`src/rtl/fetch_pkg.sv`:
```
// Shared constants for the instruction-fetch stage: FSM state codes and
// the default halt encoding / reset PC.
package fetch_pkg;

  typedef logic [1:0] state_t;

  localparam state_t IDLE   = 2'd0;
  localparam state_t RUN    = 2'd1;
  localparam state_t HALTED = 2'd2;

  localparam logic [31:0] HALT_WORD_DEFAULT = 32'hFFFF_FFFF;
  localparam logic [31:0] RESET_PC_DEFAULT  = 32'd0;

endpackage

```
`src/rtl/fetch_unit_pc_reg.sv`:
```
// Program counter register: load has priority over increment, otherwise hold.
// Increment wraps naturally at 2**ADDR_W.
module pc_reg #(
  parameter int              ADDR_W   = 3,
  parameter logic [ADDR_W-1:0] RESET_PC = {ADDR_W{1'b0}}
) (
  input  logic              clk,
  input  logic              rst_n,
  input  logic              load_i,
  input  logic [ADDR_W-1:0] load_val_i,
  input  logic              inc_i,
  output logic [ADDR_W-1:0] pc_o
);

  logic [ADDR_W-1:0] pc_q;
  logic [ADDR_W-1:0] pc_d;

  // next PC selection
  always_comb begin
    pc_d = pc_q;
    if (load_i) begin
      pc_d = load_val_i;
    end else if (inc_i) begin
      pc_d = pc_q + ADDR_W'(1);
    end else begin
      pc_d = pc_q;
    end
  end

  // PC state with synchronous active-low reset
  always_ff @(posedge clk) begin
    if (!rst_n) begin
      pc_q <= RESET_PC;
    end else begin
      pc_q <= pc_d;
    end
  end

  assign pc_o = pc_q;

endmodule

```
`src/rtl/fetch_unit.sv`:
```
// Instruction-fetch stage: drives imem, registers the fetched word for decode
// with valid/ready, handles branch flush and halt. FETCH_CNT_EN adds fetch_count.
module fetch_unit
  import fetch_pkg::*;
#(
  parameter int                 ADDR_W    = 3,
  parameter int                 INSTR_W   = 32,
  parameter logic [ADDR_W-1:0]  RESET_PC  = ADDR_W'(RESET_PC_DEFAULT),
  parameter logic [INSTR_W-1:0] HALT_WORD = INSTR_W'(HALT_WORD_DEFAULT)
) (
  input  logic               clk,
  input  logic               rst_n,
  input  logic               start,
  output logic [ADDR_W-1:0]  imem_addr,
  input  logic [INSTR_W-1:0] imem_instr,
  input  logic               dec_ready,
  output logic               dec_valid,
  output logic [INSTR_W-1:0] instr_out,
  output logic [ADDR_W-1:0]  pc_out,
  input  logic               br_valid,
  input  logic [ADDR_W-1:0]  br_target,
  output logic               halted
`ifdef FETCH_CNT_EN
  ,
  output logic [15:0]        fetch_count
`endif
);

  state_t             state_q, state_d;
  logic               dec_valid_q, dec_valid_d;
  logic [INSTR_W-1:0] instr_q, instr_d;
  logic [ADDR_W-1:0]  pc_out_q, pc_out_d;
  logic               halted_q, halted_d;
  logic               pc_load_s, pc_inc_s;
  logic               advance_s;
  logic [ADDR_W-1:0]  pc_s;

  pc_reg #(
    .ADDR_W   (ADDR_W),
    .RESET_PC (RESET_PC)
  ) u_pc_reg (
    .clk        (clk),
    .rst_n      (rst_n),
    .load_i     (pc_load_s),
    .load_val_i (br_target),
    .inc_i      (pc_inc_s),
    .pc_o       (pc_s)
  );

  assign advance_s = !dec_valid_q || dec_ready;

  // FSM and pipeline-register next state; branch outranks stall/advance/halt
  always_comb begin
    state_d     = state_q;
    dec_valid_d = dec_valid_q;
    instr_d     = instr_q;
    pc_out_d    = pc_out_q;
    pc_load_s   = 1'b0;
    pc_inc_s    = 1'b0;
    case (state_q)
      IDLE: begin
        if (br_valid) begin
          pc_load_s = 1'b1;
        end else if (start) begin
          state_d = RUN;
        end else begin
          state_d = IDLE;
        end
      end
      RUN: begin
        if (br_valid) begin
          pc_load_s   = 1'b1;
          dec_valid_d = 1'b0;
        end else if (advance_s) begin
          instr_d     = imem_instr;
          pc_out_d    = pc_s;
          dec_valid_d = 1'b1;
          if (imem_instr == HALT_WORD) begin
            state_d = HALTED;
          end else begin
            pc_inc_s = 1'b1;
          end
        end else begin
          dec_valid_d = dec_valid_q;
        end
      end
      HALTED: begin
        if (br_valid) begin
          pc_load_s   = 1'b1;
          dec_valid_d = 1'b0;
          state_d     = RUN;
        end else if (dec_ready) begin
          dec_valid_d = 1'b0;
        end else begin
          dec_valid_d = dec_valid_q;
        end
      end
      default: begin
        state_d     = IDLE;
        dec_valid_d = 1'b0;
      end
    endcase
    halted_d = (state_d == HALTED);
  end

  // stage registers with synchronous active-low reset
  always_ff @(posedge clk) begin
    if (!rst_n) begin
      state_q     <= IDLE;
      dec_valid_q <= 1'b0;
      instr_q     <= {INSTR_W{1'b0}};
      pc_out_q    <= {ADDR_W{1'b0}};
      halted_q    <= 1'b0;
    end else begin
      state_q     <= state_d;
      dec_valid_q <= dec_valid_d;
      instr_q     <= instr_d;
      pc_out_q    <= pc_out_d;
      halted_q    <= halted_d;
    end
  end

  assign imem_addr = pc_s;
  assign dec_valid = dec_valid_q;
  assign instr_out = instr_q;
  assign pc_out    = pc_out_q;
  assign halted    = halted_q;

`ifdef FETCH_CNT_EN
  logic [15:0] cnt_q, cnt_d;

  // saturating count of accepted transfers; a branch does not clear it
  always_comb begin
    if (dec_valid_q && dec_ready && (cnt_q != 16'hFFFF)) begin
      cnt_d = cnt_q + 16'd1;
    end else begin
      cnt_d = cnt_q;
    end
  end

  // counter register
  always_ff @(posedge clk) begin
    if (!rst_n) begin
      cnt_q <= 16'd0;
    end else begin
      cnt_q <= cnt_d;
    end
  end

  assign fetch_count = cnt_q;
`else
  // no transfer counter in this build
`endif

endmodule

```
`config.mk`:
```
export PLATFORM = sky130hd
export DESIGN_NAME = fetch_unit
export DESIGN_NICKNAME = d
export VERILOG_FILES = /design/src/rtl/fetch_pkg.sv /design/src/rtl/fetch_unit_pc_reg.sv /design/src/rtl/fetch_unit.sv
export SDC_FILE = /design/constraint.sdc
export NUM_CORES = 1
export LEC_CHECK = 0
export ABC_AREA = 0
export BUFFER_PORTS_ARGS = -buffer_cell sky130_fd_sc_hd__buf_2
export CORE_AREA = 2 2 86 88
export CTS_CLUSTER_DIAMETER = 30
export CTS_CLUSTER_SIZE = 8
export DETAILED_ROUTE_END_ITERATION = 12
export DIE_AREA = 0 0 88 90
export HOLD_SLACK_MARGIN = 0.03
export SKIP_CTS_REPAIR_TIMING = 1
export SYNTH_ARGS = -nofsm -noshare
export SYNTH_HDL_FRONTEND = slang
export SYNTH_SLANG_ARGS = --single-unit
```
`constraint.sdc`:
```
create_clock -name clk -period 1.66 [get_ports clk]
set_input_delay 0.166 -clock clk [delete_from_list [all_inputs] [get_ports clk]]
set_output_delay 0.166 -clock clk [all_outputs]
set_load 0.01 [all_outputs]
```
==> metrics.csv, run 1 <==
stage;metric;value;unit
synth;ys_types;33;
final_layout;area_growth;36.7;%
status;status;completed;
sta;fmax;680;MHz
power_and_ir_drop;vdd_drop_max;462;uV
cts;clkTransAtPathRegs;80;ps
power_and_ir_drop;power.total;2130;uW
floorplan;rows;31;
synth;synth_area;1720;sq um
sta;rsz0062_at_grt;no;
floorplan;die_w;88;um
sta;setup_viol;0;
synth;synth_flop_cell;dfxtp_1;
global_route;grt_pass1_wl;7520;um
global_route;grt-ovfl-total;0;
floorplan;initial_core_util;24.5;%
cts;ctsRootBufferMaster;clkbuf_8;
critical_path;worstSetupPathType;reg2reg;
placed_design;gp_congestion;0.825;
critical_path;end_kind;flip-flop;
final_layout;diodes;0;
route;drtIter0Drc;145;
placed_design;portBuffers;79;
route;routed_wl;4740;um
final_layout;drive_gt1_share;34.5;%
cts;cts_htree_levels;2;
cts;cts.sinks;42;
floorplan;io_pins;80;
synth;syn_inst;214;
synth;synth-warning-count;0;
synth;synth-compound-area-share;18.1;%
global_route;grtUsageTotal;12.0;%
cts;insertion_delay;290;ps
synth;muxShareOfSynthArea;0;%
route;dr_total_vias;1766;
cts;cts_tree;yes;
floorplan;dieArea;7920;sq um
global_route;antenna_found_initial;0;
final_layout;seq_area;841;sq um
synth;synth.avg_cell_area;8.05;sq um
route;dr.pass1.iters;4;
synth;ys_seq_area_share;48.8;%
power_and_ir_drop;power.density;906;nW/um^2
critical_path;crit_fanout;4;
synth;synth_top_family_by_area;simple AND/OR/NAND/NOR gates;
sta;skew;5.13;ps
synth;synth_nets;255;
synth;synthAdderAreaFrac;0.727;%
sta;fin_crit_sh;88.5;%
sta;finalCriticalPeriod;1470;ps
power_and_ir_drop;p_leak;0.00100;uW
job;max_cap_viol_count;0;
sta;tightest_slew;477;ps
final_layout;nNetsFinal;337;
final_layout;layout_common_cells;buf_2 (79), nand2_1 (72), dfxtp_1 (42);
floorplan;core_area;7020;sq um
final_layout;final_common_cell;buf_2;
critical_path;critPathLaunchType;flip-flop;
critical_path;critPathRequiredTime;1810;ps
worst_hold_path;holdCritPathClass;in2reg;
floorplan;die_height;90;um
synth;synth-edff-count;0;
sta;maxSlewHeadroom;68.0;%
sta;fin_tns_setup;0;ps
cts;cts_max_path_buffers;2;
route;drc_errors;0;
synth;synth_xor_area_share;0;%
sta;final_max_slew_viol_count;0;
critical_path;critical_path_arrival;1620;ps
synth;synth_simple_gate_area_share;27.2;%
final_layout;multiInputGateArea;795;sq um
global_route;grt_start_max_net_pins;22;
cts;cts_buffers;5;
route;antenna_left;0;
route;avgRoutedWirePerCell;12.0;um
route;viasPerCell;4.47;
global_route;grt_pass1_vias;1591;
sta;final-hold-violation-count;0;
final_layout;nFillCells;765;
synth;synth-async-reset-ratio;0;%
synth;ys_seq_elements;42;
placed_design;hpwl;3620;um
[power breakdown]
| group | leakage, uW | switching, uW | internal, uW | total [uW] |
|---|---|---|---|---|
| combinational | 0.000605 | 140 | 105 | 245 |
| clock | 0.0000573 | 342 | 482 | 823 |
| sequential | 0.000341 | 21.4 | 1040 | 1060 |
[layout make-up]
| type | instances | area share (%) |
|---|---|---|
| clock inverter | 1 | 1.28 |
| multi-input combinational | 155 | 33.8 |
| tap | 99 | 5.26 |
| inverter | 3 | 0.478 |
| timing repair buffer | 89 | 20.0 |
| sequential | 42 | 35.7 |
| clock buffer | 6 | 3.51 |
[registers in the layout, indices dropped and copies added, names as in the netlist]
name,count
instr_out,32
pc_out,3
u_pc_reg.pc_o,3
state_q,2
dec_valid,1
halted,1
[kinds of logic (layout without fill, tap and decap cells)]
group | Yosys count | count (layout)
adders and majority gates | 1 | 1
buffers and inverters | 17 | 99
DFF | 42 | 42
and+or+nand+nor | 101 | 101
AOI/OAI and AO/OA | 53 | 53
[synthesized netlist by cell type (2+ instances only)]
master    count  area (sq um)
nor2_1        5          18.8
dfxtp_1      42           841
a21oi_1      37           185
a211oi_1      4          30.0
nor4_2        2          25.0
nand4_1       8          50.1
clkbuf_1      4          15.0
buf_6         2          22.5
buf_2         8          40.0
or4_1         2          15.0
o221ai_1      2          17.5
nand2_1      72           270
nand3_1       3          15.0
nor3_1        2          10.0
inv_1         3          11.3
[critical path: stages (launching register included)]
cell and delay, ps:
dfxtp_1 420, ha_1 170, nor4b_1 370, a2bb2oi_1 240
o221ai_1 130
[layer usage]
layer	part of all wire (%)	vias to the layer above	GRT usage, %	wire (um)
li1	-	900	-	-
met1	48	797	16.2	2260
met4	0.61	0	3.33	29
met5	0	-	0	0
met3	6.8	5	3.21	321
met2	45	64	18.8	2140
[metrics by stage]
stage | hold WS (ps) | utilization (%) | instances | instance area (sq um) | worst slack, ps
floorplan | 302 | - | 214 | 1720 | 141
global placement | 422 | 31.9 | 388 | 2240 | 149
detailed placement | 425 | 31.9 | 388 | 2240 | 111
CTS | 108 | 33.5 | 395 | 2350 | 71.4
global route | 111 | 33.5 | 395 | 2350 | 43.8
finish | 122 | 33.5 | 395 | 2350 | 190
[worst paths after layout]
kind,end,slack [ps],start,cells past startpoint
setup reg to reg,u_pc_reg.pc_o[2],190,u_pc_reg.pc_o[1],4
setup / recovery,u_pc_reg.pc_o[2],190,u_pc_reg.pc_o[1],4
hold / removal,instr_out[23],120,imem_instr[23],3
hold reg to reg,instr_out[7],450,instr_out[7],2
Power figures use the tool's default switching activity.
==> inputs of run 2 (changes only) <==
Settings changed: HOLD_SLACK_MARGIN 0.03 to 0.15, PLACE_DENSITY set to 0.55.
==> metrics.csv, run 2 (synthesis gave the netlist of run 1 again) <==
stage;metric;value;unit
sta;final-hold-violation-count;0;
critical_path;worstSetupPathType;in2reg;
final_layout;fin_util;38.3;%
global_route;grt_pass1_wl;7700;um
cts;cts_htree_levels;2;
sta;fin_tns_setup;0;ps
cts;insertion_delay;300;ps
floorplan;io_pins;80;
route;routed_wl;5160;um
global_route;grt_pass1_vias;1615;
final_layout;layout_common_cells;buf_2 (79), nand2_1 (72), dfxtp_1 (42);
power_and_ir_drop;power.total;2200;uW
route;antenna_left;0;
cts;cts_buffers;5;
final_layout;area_growth;56.0;%
route;dr_total_vias;1871;
global_route;grtUsageTotal;12.3;%
cts;clkTransAtPathRegs;80;ps
floorplan;die_w;88;um
sta;fin_crit_sh;93.2;%
sta;whs;163;ps
critical_path;critPathLaunchType;input pin;
worst_hold_path;holdCritPathClass;in2reg;
floorplan;core_area;7020;sq um
floorplan;initial_core_util;24.5;%
power_and_ir_drop;power.density;820;nW/um^2
critical_path;critPathRequiredTime;1820;ps
final_layout;largest_register_ffs;32;
sta;maxSlewHeadroom;72.8;%
sta;finalCriticalPeriod;1550;ps
final_layout;fin_area;2690;sq um
cts;cts_max_path_buffers;2;
power_and_ir_drop;vdd_drop_max;321;uV
placed_design;hpwl;3570;um
global_route;antenna_found_initial;0;
placed_design;portBuffers;79;
cts;cts.sinks;42;
sta;rsz0062_at_grt;no;
final_layout;drive_gt1_share;31.1;%
route;drc_errors;0;
cts;ctsRootBufferMaster;clkbuf_8;
sta;final_max_slew_viol_count;0;
route;viasPerCell;4.38;
cts;cts_tree;yes;
placed_design;gp_congestion;0.804;
floorplan;die_height;90;um
final_layout;final_common_cell;buf_2;
critical_path;crit_fanout;2;
floorplan;dieArea;7920;sq um
final_layout;nNetsFinal;369;
route;avgRoutedWirePerCell;12.1;um
route;drtIter0Drc;109;
job;max_cap_viol_count;0;
critical_path;critical_path_arrival;1710;ps
sta;tightest_slew;403;ps
route;dr.pass1.iters;6;
global_route;grt-ovfl-total;0;
sta;skew;10.9;ps
floorplan;rows;31;
critical_path;end_kind;flip-flop;
sta;setup_viol;0;
global_route;grt_start_max_net_pins;27;
status;status;completed;
critical_path;reg2reg_setup_slack;210;ps
final_layout;diodes;0;
sta;fmax;647;MHz
power_and_ir_drop;p_leak;0.00114;uW
placed_design;place_area;2250;sq um
-- run 2: cell types whose count changed in the layout (fill, tap and decap cells not counted), sizes merged --
cell and change:
dlygate4sd3 +32
-- run 2: area by class of cell --
type                            count  area, sq um
Fill cell                         742         4330
Inverter                            3         11.3
Sequential cell                    42          841
Multi-Input combinational cell    155          795
Tap cell                           99          124
Clock inverter                      1         30.0
Timing Repair Buffer              121          803
Clock buffer                        6         82.6
-- run 2: final timing paths --
kind	start	cells past startpoint	to
max	imem_instr[6]	6	u_pc_reg.pc_o[2]
min	rst_n	3	u_pc_reg.pc_o[0]
min reg2reg	instr_out[10]	2	instr_out[10]
max reg2reg	state_q[1]	5	instr_out[20]
-- run 2: stage by stage --
step,setup WS [ps],std cells
detailed placement,145,388
global route,34.3,427
CTS,103,395
floorplan,141,214
global placement,149,388
finish,114,427
-- run 2: power by group --
| part | internal [uW] | leakage (uW) | switching (uW) |
|---|---|---|---|
| clock network | 482 | 0.0000573 | 352 |
| logic | 156 | 0.000742 | 151 |
| registers | 1040 | 0.000341 | 20.6 |
-- run 2: worst max-delay path: stages --
cell and delay [ps]:
dlygate4sd3_1 520, buf_2 110, nand4_1 140, or4_1 470, o211ai_1 180, o221ai_1 130
-- run 2: routing by layer --
metal / GRT usage [%] / routed length, um / up-vias
met5: 0 / 0 / -
met4: 3.08 / 45 / 0
met3: 4.13 / 297 / 5
met2: 19.9 / 2570 / 46
met1: 15.5 / 2250 / 861
li1: - / - / 959
==> inputs of run 3 (changes only) <==
Settings changed: CORE_AREA 2 2 86 88 to 2 2 65 67, DIE_AREA 0 0 88 90 to 0 0 67 69, PLACE_DENSITY 0.55 to 0.83.
==> metrics.csv, run 3 (synthesis gave the netlist of run 1 again) <==
stage;metric;value;unit
cts;insertion_delay;300;ps
floorplan;initial_core_util;44.0;%
cts;cts_htree_levels;2;
cts;cts.sinks;42;
route;routed_wl;4840;um
job;max_cap_viol_count;0;
global_route;grt_pass1_wl;7020;um
critical_path;rr_worst_depth;5;
floorplan;die_w;67;um
power_and_ir_drop;p_leak;0.00113;uW
final_layout;diodes;0;
floorplan;die_height;69;um
worst_hold_path;hp-start;imem_instr[25];
sta;tightest_slew;413;ps
status;status;completed;
worst_hold_path;holdCritPathClass;in2reg;
sta;final-hold-violation-count;0;
critical_path;path_depth;6;
critical_path;critPathRequiredTime;1840;ps
global_route;grt_pass1_vias;1641;
critical_path;crit_fanout;2;
sta;skew;4.26;ps
final_layout;final_common_cell;buf_2;
worst_hold_path;whs_endpoint;instr_out[25];
critical_path;worstSetupPathType;in2reg;
sta;fmax;650;MHz
route;drtIter0Drc;102;
route;viasPerCell;5.12;
placed_design;portBuffers;79;
final_layout;fin_area;2610;sq um
sta;whs;122;ps
route;avgRoutedWirePerCell;12.8;um
final_layout;nNetsFinal;368;
critical_path;regToRegStartpoint;dec_valid;
critical_path;critPathBufInv;2;
global_route;grtUsageMet1;22.7;%
sta;fin_tns_setup;0;ps
placed_design;place_area;2180;sq um
final_layout;layout_common_cells;buf_2 (79), nand2_1 (72), dfxtp_1 (42);
global_route;grtUsageTotal;19.2;%
critical_path;cp_cell_sequence;dlygate4sd3_1 > buf_2 > nand4_1 > or4_1 > o211ai_1 > o221ai_1;
route;dr_total_vias;1936;
sta;fin_ws;122;ps
global_route;use_met2;33.3;%
critical_path;end_kind;flip-flop;
placed_design;gp_congestion;0.783;
critical_path;slowest_stage;dlygate4sd3_1;
sta;fin_crit_sh;92.7;%
route;antenna_left;0;
floorplan;core_area;3910;sq um
final_layout;largest_register_ffs;32;
floorplan;dieArea;4620;sq um
critical_path;critical_path_arrival;1720;ps
critical_path;slowest_delay;530;ps
critical_path;cp_top_family;buffers and inverters;
power_and_ir_drop;vdd_drop_max;769;uV
route;dr.pass1.iters;5;
cts;cts_tree;yes;
placed_design;pre_cts_slack;202;ps
global_route;grt_util_met3;4.89;%
cts;clkTransAtPathRegs;90;ps
final_layout;fin_util;66.6;%
final_layout;drive_gt1_share;31.1;%
route;drc_errors;0;
cts;ctsRootBufferMaster;clkbuf_8;
global_route;grt-busiest-layer;met2;
global_route;grt-ovfl-total;0;
worst_hold_path;min_path_cells;3;
critical_path;critPathLaunchType;input pin;
sta;final_max_slew_viol_count;0;
cts;cts_buffers;5;
power_and_ir_drop;power.density;848;nW/um^2
floorplan;rows;23;
cts;cts_max_path_buffers;2;
sta;finalCriticalPeriod;1540;ps
global_route;antenna_found_initial;0;
critical_path;rr_endpoint;instr_out[11];
critical_path;reg2reg_setup_slack;150;ps
floorplan;io_pins;80;
global_route;grt_start_max_net_pins;21;
sta;setup_viol;0;
final_layout;area_growth;51.3;%
sta;maxSlewHeadroom;72.1;%
placed_design;hpwl;3200;um
final_layout;nFillCells;328;
==> run 3: cell count changes in the layout (fill, tap and decap cells not counted), sizes merged <==
cell         change
inv              +1
clkbuf           -1
clkinvlp         +1
dlygate4sd3      -1
==> run 3: cell type report <==
class	count	area [sq um]	area share (%)
clock buffers	5	68.8	2.64
flip-flops and latches	42	841	32.3
well taps	50	62.6	2.40
clock inverters	3	48.8	1.87
multi-input cells	155	792	30.4
inverters	3	11.3	0.432
repair buffers	120	781	30.0
==> run 3: power by group <==
| group | leakage (uW) | switching [uW] | total (uW) | internal [uW] |
|---|---|---|---|---|
| clock network | 0.0000563 | 385 | 844 | 458 |
| registers | 0.000341 | 22.2 | 1060 | 1040 |
| logic | 0.000734 | 149 | 301 | 152 |
| total | 0.00113 | 557 | 2210 | 1650 |
==> run 3: worst max-delay path by stage <==
stage                   start               end  slack [ps]
2_1_floorplan      state_q[1]  u_pc_reg.pc_o[1]         140
3_3_place_gp   imem_instr[30]  u_pc_reg.pc_o[2]         230
3_5_place_dp   imem_instr[30]  u_pc_reg.pc_o[2]         200
4_1_cts             dec_valid      instr_out[7]         180
5_1_grt             dec_valid     instr_out[11]          -1
6_report       imem_instr[22]  u_pc_reg.pc_o[2]         120
==> run 3: metal layers <==
layer / part of all wire [%] / vias to the layer above
li1: - / 961
met1: 40 / 896
met2: 53 / 69
met3: 5.6 / 10
met4: 2.0 / 0
met5: 0 / -
==> run 3: worst reg2reg max path, cell delays in order (launching register included) <==
cell,delay (ps)
dfxtp_1,350
nor2b_1,340
or3_1,250
buf_4,260
nand2_1,100
a21oi_1,150
==> run 3: per-stage QoR <==
| step | total power (uW) | std cells |
|---|---|---|
| 6_report | 2210 | 378 |
| 5_1_grt | 2300 | 378 |
| 4_1_cts | 2160 | 347 |
| 3_5_place_dp | 1330 | 339 |
| 3_3_place_gp | 1320 | 339 |
| 2_1_floorplan | 1210 | 214 |
